**config.mk**
```make
export PLATFORM = sky130hd
export DESIGN_NAME = hazard_stall_unit
export DESIGN_NICKNAME = d
export VERILOG_FILES = /design/src/rtl/hazard_stall_unit.sv
export SDC_FILE = /design/constraint.sdc
export NUM_CORES = 1
export LEC_CHECK = 0
export BUFFER_PORTS_ARGS = -buffer_cell sky130_fd_sc_hd__buf_2
export CORE_UTILIZATION = 40
export DETAILED_ROUTE_END_ITERATION = 12
export PLACE_DENSITY = 0.69
export SLEW_MARGIN = 20
export SYNTH_ARGS = -nofsm -noshare
export SYNTH_HDL_FRONTEND = slang
export SYNTH_SLANG_ARGS = --single-unit
```
**constraint.sdc**
```tcl
create_clock -name Clk -period 2.1 [get_ports Clk]
set_input_delay 0.315 -clock Clk [delete_from_list [all_inputs] [get_ports Clk]]
set_output_delay 0.315 -clock Clk [all_outputs]
set_load 0.01 [all_outputs]
```
**src/rtl/hazard_stall_unit.sv**
```systemverilog
// Pipeline hazard detection: load-use, branch operand hazards in ID, and
// multi-cycle mult/div occupancy, producing stall, bubble and flush controls.
module hazard_stall_unit #(
  parameter int unsigned MULDIV_LAT = 4
) (
  input  logic        Clk,
  input  logic        Rst,
  input  logic [4:0]  RSReg_ID,
  input  logic [4:0]  RTReg_ID,
  input  logic [4:0]  RTReg_EX,
  input  logic        MemRead_EX,
  input  logic [4:0]  RDReg_EX,
  input  logic        EX_RegWrite,
  input  logic [4:0]  RDReg_M,
  input  logic        MemRead_M,
  input  logic        Branch_ID,
  input  logic        BranchTaken_ID,
  input  logic        Jump_ID,
  input  logic        MulDivStart_ID,
  input  logic        MulDivUse_ID,
  output logic        PCWrite,
  output logic        IFIDWrite,
  output logic        IDEXBubble,
  output logic        IFIDFlush,
  output logic        MulDivBusy,
  output logic [15:0] StallCycles
);

  localparam int unsigned CNT_W   = 4;
  localparam int unsigned STALL_W = 16;

  typedef enum logic {
    RUN     = 1'b0,
    MD_BUSY = 1'b1
  } md_state_t;

  md_state_t          state;
  md_state_t          next_state;
  logic [CNT_W-1:0]   md_cnt;
  logic [CNT_W-1:0]   md_cnt_next;

  logic load_use;
  logic branch_alu;
  logic branch_load;
  logic md_hazard;
  logic stall;

  // Hazard terms; register 0 is hardwired and never creates a dependency.
  // While reset is asserted the unit behaves as if idle in RUN.
  always_comb begin
    load_use    = MemRead_EX && (RTReg_EX != '0) &&
                  ((RTReg_EX == RSReg_ID) || (RTReg_EX == RTReg_ID));
    branch_alu  = Branch_ID && EX_RegWrite && (RDReg_EX != '0) &&
                  ((RDReg_EX == RSReg_ID) || (RDReg_EX == RTReg_ID));
    branch_load = Branch_ID && MemRead_M && (RDReg_M != '0) &&
                  ((RDReg_M == RSReg_ID) || (RDReg_M == RTReg_ID));
    md_hazard   = (state == MD_BUSY) && !Rst && (MulDivUse_ID || MulDivStart_ID);
    stall       = load_use || branch_alu || branch_load || md_hazard;
  end

  // Pipeline control outputs; a stalled branch/jump flushes only once it proceeds.
  always_comb begin
    PCWrite    = !stall;
    IFIDWrite  = !stall;
    IDEXBubble = stall;
    IFIDFlush  = (BranchTaken_ID || Jump_ID) && !stall;
  end

  // Mult/div occupancy FSM next-state logic.
  always_comb begin
    next_state  = state;
    md_cnt_next = md_cnt;
    case (state)
      RUN: begin
        if (MulDivStart_ID && !stall) begin
          next_state  = MD_BUSY;
          md_cnt_next = CNT_W'(MULDIV_LAT - 1);
        end
      end
      MD_BUSY: begin
        if (md_cnt <= CNT_W'(1)) begin
          next_state  = RUN;
          md_cnt_next = '0;
        end else begin
          md_cnt_next = md_cnt - CNT_W'(1);
        end
      end
      default: begin
        next_state  = RUN;
        md_cnt_next = '0;
      end
    endcase
  end

  // State, busy flag and saturating stall counter.
  always_ff @(posedge Clk) begin
    if (Rst) begin
      state       <= RUN;
      md_cnt      <= '0;
      MulDivBusy  <= 1'b0;
      StallCycles <= '0;
    end else begin
      state      <= next_state;
      md_cnt     <= md_cnt_next;
      MulDivBusy <= (next_state == MD_BUSY);
      if (stall && (StallCycles != '1)) begin
        StallCycles <= StallCycles + STALL_W'(1);
      end
    end
  end

endmodule

```
---- Word-level counts from Yosys, hierarchy flattened ----
Cells that the tools add are included.
word-level totals
  register bits after elaboration ......... 21
  input bits .............................. 35
  logic and storage cells ................. 47
cells by class
  add/subtract/negate cells ............... 2
  magnitude comparators ................... 1
  equality and inequality tests ........... 8
  muxes and demuxes ....................... 6
  bitwise logic cells ..................... 1
  reduce and logical (&&, ||, !) cells .... 26
operator list
  operator                                                        number
  == test 5 bit                                                   6
  adder 16 x 1 -> 16 bit, second input constant                   1
  inequality test 16 bit, second input constant                   1
  nonzero test 5 bit                                              3
  logical AND 1 bit                                               13
  logical OR 1 bit                                                8
  2-to-1 mux 4 bit                                                2
  case mux 4 bit (2 select lines)                                 1
  less-or-equal comparator 4 x 1 -> 1 bit, second input constant  1
  subtractor 4 x 1 -> 4 bit, second input constant                1
  logical NOT 1 bit                                               2
  2-to-1 mux 1 bit                                                2
  inequality test 2 bit, second input constant                    1
  case mux 1 bit (2 select lines)                                 1
  NOT 1 bit                                                       1

---- Depth between registers and ports, before layout ----
Gate-level depths: netlist of run 1.
  word-level depth ........................ 10
  gate-level depth with buffers ........... 7
  gate-level depth less buffers ........... 7

---- Worst setup path before layout of run 1 ----
No wires, ideal clock.
  kind .................................... flip-flop to flip-flop
  start ................................... register StallCycles[3]
  end ..................................... register StallCycles[11]
  setup time .............................. 123 ps
  data arrival time ....................... 1918 ps
  required time ........................... 1977 ps
  path slack .............................. 58 ps
  cell stages (with the launch flop) ...... 8
  path buffers ............................ 0
  period minus slack after synthesis ...... 2042 ps
  cells stage by stage .................... dfxtp_1 -> and4_1 -> and2_1 -> nand3_1 -> nor3_4 -> a21oi_4 -> nand4_1 -> mux2_1
on the way
  longest elaborated chain between the ends .. 2
  elaborated cells on any way between the ends .. 3
RTL lines
  item                                                            line  RTL
  start: declaration                                              26    output logic [15:0] StallCycles
  start signal: assignment                                        107   StallCycles <= StallCycles + STALL_W'(1);
  branches (longest 2 deep; another with adder 16 x 1 -> 16 bit)  n/a
Parallel ways; which one is timed is not known.
A chain may end at the register's enable or synchronous reset.

---- Final worst setup path of run 1 ----
  start ................................... input port RDReg_EX[1]
  end ..................................... register state
on the way
  longest elaborated chain between the ends .. 10
  elaborated cells on any way between the ends .. 13
RTL lines
  item                                                          line    RTL
  start: declaration                                            12      input logic [4:0] RDReg_EX,
  == test 5 bit / nonzero test 5 bit (equally long branches)    54, 53
  logical OR 1 bit / logical AND 1 bit (equally long branches)  54, 53
  logical AND 1 bit (*)                                         53      branch_alu = Branch_ID && EX_RegWrite && (RDReg_EX != '0) &&
  logical OR 1 bit (*) (3 in series)                            58      stall = load_use || branch_alu || branch_load || md_hazard;
  logical NOT 1 bit (*)                                         75      if (MulDivStart_ID && !stall) begin
  logical AND 1 bit (*)                                         75
  2-to-1 mux 1 bit (*)                                          75
  case mux 1 bit (2 select lines) (*)                           73      case (state)
  end signal: assignment                                        103     state <= next_state;
  end: declaration                                              37      md_state_t state;
Every way passes the cells marked *; elsewhere a longest branch is shown, timed or not.

==> flow_summary.yaml, run 1 <==
run_status:
  status: "complete, no violations"
placement:
  hpwl_um: 2850
  routabilityCongestion: 0.855
  port_buffers: 55
worst_setup_path:
  critPathRequiredTime_ns: 2.30
  cp-start-kind: "primary input"
  endpoint_kind: "flip-flop"
  crit_fanout: 3
  r2r_slack_ns: 0.13
  reg2regPathDepth: 8
  worst_r2r_endpoint: "StallCycles[13]"
  reg2reg_from: "StallCycles[6]"
  crit_type: "primary input to flip-flop"
  worstPathArrival_ns: 2.23
timing:
  setup_viol: 0
  final_max_slew_viol_count: 0
  maxSlewHeadroom_pct: 51.7
  period_minus_slack_ns: 2.03
  finalHoldViolCount: 0
  tightest_slew_ns: 0.718
  worst_clock_skew_ns: 0.00237
  post-route-period-util_pct: 96.5
  max_freq_ghz: 0.493
  setup_tns_ns: 0
hold_path:
  min_path_cells: 4
  hold_end: "md_cnt[2]"
  hp-class: "primary input to flip-flop"
  hp-start: "Rst"
drt:
  drtAntennaViolNets: 0
  first_pass_iters: 4
  routed_wl_um: 3890
  drc: 0
  drtIter0Drc: 94
  wl_per_cell_um: 12.6
  viasPerCell: 5.26
  vias: 1626
clocking:
  htreeDepth: 1
  clockBufferDepth: 2
  cts_tree: "yes"
  clkTransAtPathRegs_ns: 0.08
  cts-root-buf: "clkbuf_8"
  cts_inserted_buffers: 3
  postCtsHoldBufs: 0
  clk_latency_ns: 0.26
  cts_num_sinks: 21
yosys:
  ys_seq_area_share_pct: 27.0
  synth.area.top_cells: "dfxtp_1 (27%), xor2_1 (17%), nor2_1 (5.6%)"
  ys_ff_latch: 21
  synthArstFlopShare_pct: 0
  synth_cells: 185
  netlist.area_leader.share_pct: 27.0
  yosysMostFrequentCell: "xor2_1"
  synth_top_cell_by_area: "dfxtp_1"
  yosys_warnings: 0
  synth_common_cells: "xor2_1 (30), nor2_1 (23), dfxtp_1 (21)"
  synth_ff_type: "dfxtp_1"
  avgSynthCellArea_um2: 8.41
  synth_edf_count: 0
  yosysUniqueCellTypes: 49
  synth_fp_nets: 223
  synthesis.area_um2: 1560
global_routing:
  grt_max_degree: 24
  grt_pass1_wl_um: 6330
  grt_overflow_total: 0
  antenna_found_initial: 0
  grt_pass1_vias: 1442
  groute.usage.overall_pct: 19.5
cells_and_area:
  area_delta_synth_final_pct: 35.4
  utilization_pct: 57.1
  nets: 300
  drive_gt1_share_pct: 36.4
  num_antenna_cells: 0
  num-fill-cells: 348
die:
  rows: 22
  core_um2: 3690
  io_pins: 56
  die_y_um: 64.4
  initial_core_util_pct: 42.2
  die-area_um2: 4140
  die_w_um: 64.4
power:
  powerDensity_nw_per_um2: 455
  p_leak_nw: 0.948
  ir_drop_mv: 0.356
flow_run:
  max_cap_violations: 0
==> metrics by stage <==
step	setup WS (ns)	hold WS (ns)	instances	instance area [um2]	power, mW
after floorplan	0.0585	0.482	185	1560	0.573
after global placement	0.00462	0.488	296	1960	0.671
after detailed placement	-0.0131	0.499	296	1960	0.673
after CTS	0.00794	0.429	305	2050	0.956
after global routing	-0.0499	0.446	309	2110	1.02
final	0.0729	0.424	309	2110	0.958
==> cells in the final DEF (no fill, tap or decap), types with 2 or more instances in the layout <==
master / Yosys / final
xnor2_1: 5 / 5
ha_1: 3 / 3
o21ai_0: 7 / 7
nor3_2: 2 / 2
nor4_1: 2 / 2
nor2b_1: 4 / 4
o211ai_1: 2 / 2
buf_2: 0 / 55
a21oi_1: 6 / 5
nand4_1: 3 / 3
nor3_1: 4 / 4
clkbuf_8: 0 / 3
nand4b_1: 2 / 2
inv_1: 6 / 6
o21ai_1: 2 / 2
and3_1: 4 / 4
nand3_1: 6 / 6
or4_1: 4 / 2
nor2_1: 23 / 23
or3_1: 4 / 4
nand2_1: 10 / 9
nand3b_1: 2 / 2
a22oi_1: 3 / 3
mux2_1: 3 / 3
buf_4: 1 / 21
a2111oi_2: 1 / 2
or4_4: 0 / 2
dfxtp_1: 21 / 21
xor2_1: 30 / 30
==> layer usage <==
metal	GRT usage, %	part of all wire [%]	up-vias
li1	-	-	821
met1	24.2	46	761
met2	33.2	48	40
met3	5.00	5.1	4
met4	5.00	0.80	0
met5	0	0	-
==> registers in the layout (all words and copies together), names as in the netlist <==
| name | flops |
|---|---|
| StallCycles | 16 |
| md_cnt | 4 |
| state | 1 |
==> worst max-delay path by stage <==
stage | startpoint | end | slack (ns) | depth (start not counted)
finish | RDReg_EX[1] | state | 0.07 | 10
global route | StallCycles[4] | StallCycles[10] | -0.05 | 7
CTS | RDReg_M[2] | IFIDFlush | 0.008 | 7
detailed placement | RDReg_EX[1] | IFIDFlush | -0.01 | 7
global placement | RDReg_EX[1] | IFIDFlush | 0.005 | 7
floorplan | StallCycles[3] | StallCycles[11] | 0.06 | 7
==> cells by family after synthesis <==
family	Yosys count	share of synthesized area, %
and+or+nand+nor	73	25.3
adders and majority gates	3	2.41
buffers and inverters	10	2.65
AOI/OAI and AO/OA	39	20.0
xor gates and xnor gates	35	19.7
muxes	4	2.82
DFF	21	27.0
==> power breakdown <==
part	switching [mW]	internal (mW)
Clock	0.141	0.132
Combinational	0.142	0.123
Sequential	0.0101	0.409
==> worst max-delay path, cell delays in order <==
cell and delay (ns):
buf_2 0.12, or4_4 0.53, o211ai_1 0.24, buf_4 0.15, buf_4 0.09, buf_4 0.09
buf_4 0.09, o22ai_2 0.08, or3_1 0.41, a21oi_2 0.12
==> cell type report <==
type	instances	area (um2)	area share [%]
Timing Repair Buffer	76	433	20.6
Multi-Input combinational cell	154	1120	53.4
Clock buffer	3	41.3	1.96
Sequential cell	21	420	20.0
Tap cell	48	60.1	2.85
Inverter	6	22.5	1.07
Clock inverter	1	5.00	0.238
==> timing repair <==
item | CTS | global route
resized for setup | 0 | 7
cloned | 0 | 0
endpoints found under the hold margin | 0 | 0
endpoints found under the setup margin | 1 | 16
pin swaps | 2 | 8
setup buffers | 5 | 4
(Power assumes the default switching activity.)
==> run 2, diff against run 1 <==
--- a/config.mk
+++ b/config.mk
@@ -6,10 +6,10 @@
 export NUM_CORES = 1
 export LEC_CHECK = 0
 export BUFFER_PORTS_ARGS = -buffer_cell sky130_fd_sc_hd__buf_2
-export CORE_UTILIZATION = 40
+export CORE_UTILIZATION = 45
 export DETAILED_ROUTE_END_ITERATION = 12
-export PLACE_DENSITY = 0.69
-export SLEW_MARGIN = 20
+export PLACE_DENSITY = 0.76
+export SLEW_MARGIN = 5
 export SYNTH_ARGS = -nofsm -noshare
 export SYNTH_HDL_FRONTEND = slang
 export SYNTH_SLANG_ARGS = --single-unit
==> flow_summary.yaml, run 2 (synthesis gave the netlist of run 1 again) <==
global_routing:
  grt_pass1_vias: 1459
  grt_max_degree: 24
  grt_pass1_wl_um: 6060
  groute.usage.overall_pct: 21.5
  antenna_found_initial: 0
  grt_overflow_total: 0
cells_and_area:
  top_regs: "StallCycles x16, md_cnt x4, state x1"
  final_common_cell: "buf_2"
  drive_gt1_share_pct: 33.1
  largest_reg_flops: 16
  utilization_pct: 63.2
  final_cells: 295
  top_register: "StallCycles"
  nets: 290
  layout_common_cells: "buf_2 (55), xor2_1 (30), nor2_1 (22)"
  num-fill-cells: 301
  num_antenna_cells: 0
  area_delta_synth_final_pct: 28.2
placement:
  place_inst: 288
  port_buffers: 55
  routabilityCongestion: 0.849
  hpwl_um: 2900
  preCtsSetupSlack_ns: -0.0991
clocking:
  clk_latency_ns: 0.29
  cts_inserted_buffers: 3
  cts-root-buf: "clkbuf_4"
  cts_tree: "yes"
  clkTransAtPathRegs_ns: 0.11
  htreeDepth: 1
  cts_num_sinks: 21
  clockBufferDepth: 2
timing:
  setup_viol: 0
  maxSlewHeadroom_pct: 70.2
  max_freq_ghz: 0.492
  rsz0062_at_grt: "yes"
  worst_clock_skew_ns: 0.00110
  final_max_slew_viol_count: 0
  period_minus_slack_ns: 2.03
  setup_slack_ns: 0.0660
  post-route-period-util_pct: 96.9
  whs_ns: 0.411
  tightest_slew_ns: 0.446
  finalHoldViolCount: 0
worst_setup_path:
  critPathRequiredTime_ns: 1.78
  crit_family: "simple AND/OR/NAND/NOR gates"
  crit_top_cell: "buf_2"
  crit_cells: 7
  crit_chain: "buf_2, or4_4, o211ai_1, o22a_4, nand2_4, nor2_2, buf_2"
  endpoint_kind: "output pin"
  cp-start-kind: "primary input"
  worstPathArrival_ns: 1.72
  crit_type: "primary input to output pin"
  reg2regPathDepth: 7
  critPathBufInv: 2
  crit_path_top_delay_cell: "or4_4"
  slowest_delay_ns: 0.52
  crit_fanout: 5
run_status:
  status: "complete, no violations"
drt:
  wl_per_cell_um: 12.4
  vias: 1581
  drtAntennaViolNets: 0
  drc: 0
  first_pass_iters: 4
  viasPerCell: 5.36
  routed_wl_um: 3660
  drtIter0Drc: 62
die:
  die_y_um: 60.8
  initial_core_util_pct: 49.3
  die-area_um2: 3700
  rows: 20
  io_pins: 56
  die_w_um: 60.8
  core_um2: 3150
power:
  p_leak_nw: 0.888
  ir_drop_mv: 0.348
  total_power_mw: 0.864
  powerDensity_nw_per_um2: 434
hold_path:
  min_path_cells: 4
  hp-class: "primary input to flip-flop"
flow_run:
  max_cap_violations: 0
-- run 2: where the power goes --
| part | switching (mW) | leakage [nW] | internal [mW] |
|---|---|---|---|
| Sequential | 0.00981 | 0.170 | 0.409 |
| Clock | 0.114 | 0.0150 | 0.0739 |
| Combinational | 0.140 | 0.703 | 0.117 |
-- run 2: worst reg2reg max path, delay by kind of cell (launching register included) --
| family | cells | cell delay [ns] |
|---|---|---|
| simple gates | 5 | 1.06 |
| flops | 1 | 0.41 |
| mux | 1 | 0.32 |
| compound gates | 1 | 0.08 |
-- run 2: layer usage --
metal | global-route usage, % | vias up | wire length, um
li1 | - | 806 | -
met1 | 28.0 | 726 | 1740
met2 | 36.4 | 47 | 1700
met3 | 3.62 | 2 | 218
met4 | 6.49 | 0 | 12
met5 | 0 | - | 0
-- run 2: per-stage QoR --
stage	cell area [um2]	TNS, ns
6_report	1990	0
5_1_grt	1990	-0.00874
4_1_cts	1970	0
3_5_place_dp	1930	-0.491
3_3_place_gp	1930	0
2_1_floorplan	1560	0
-- run 2: final timing paths --
path,from,to,slack (ns)
max,RDReg_EX[1],IFIDFlush,0.07
min,Rst,md_cnt[2],0.41
max reg2reg,StallCycles[4],StallCycles[9],0.13
min reg2reg,StallCycles[7],StallCycles[7],0.51
-- run 2: area by class of cell --
type / instances / area, um2 / area share (%)
Sequential cell: 21 / 420 / 21.1
Multi-Input combinational cell: 154 / 1110 / 55.7
Timing Repair Buffer: 66 / 358 / 18.0
Clock buffer: 4 / 26.3 / 1.32
Tap cell: 44 / 55.1 / 2.76
Inverter: 6 / 22.5 / 1.13
-- run 2: repair_timing --
item	in CTS	in global routing
pin swaps	2	6
buffers inserted	2	1
hold buffers	0	0
endpoints found under the setup margin	4	7
gates resized for setup	2	4
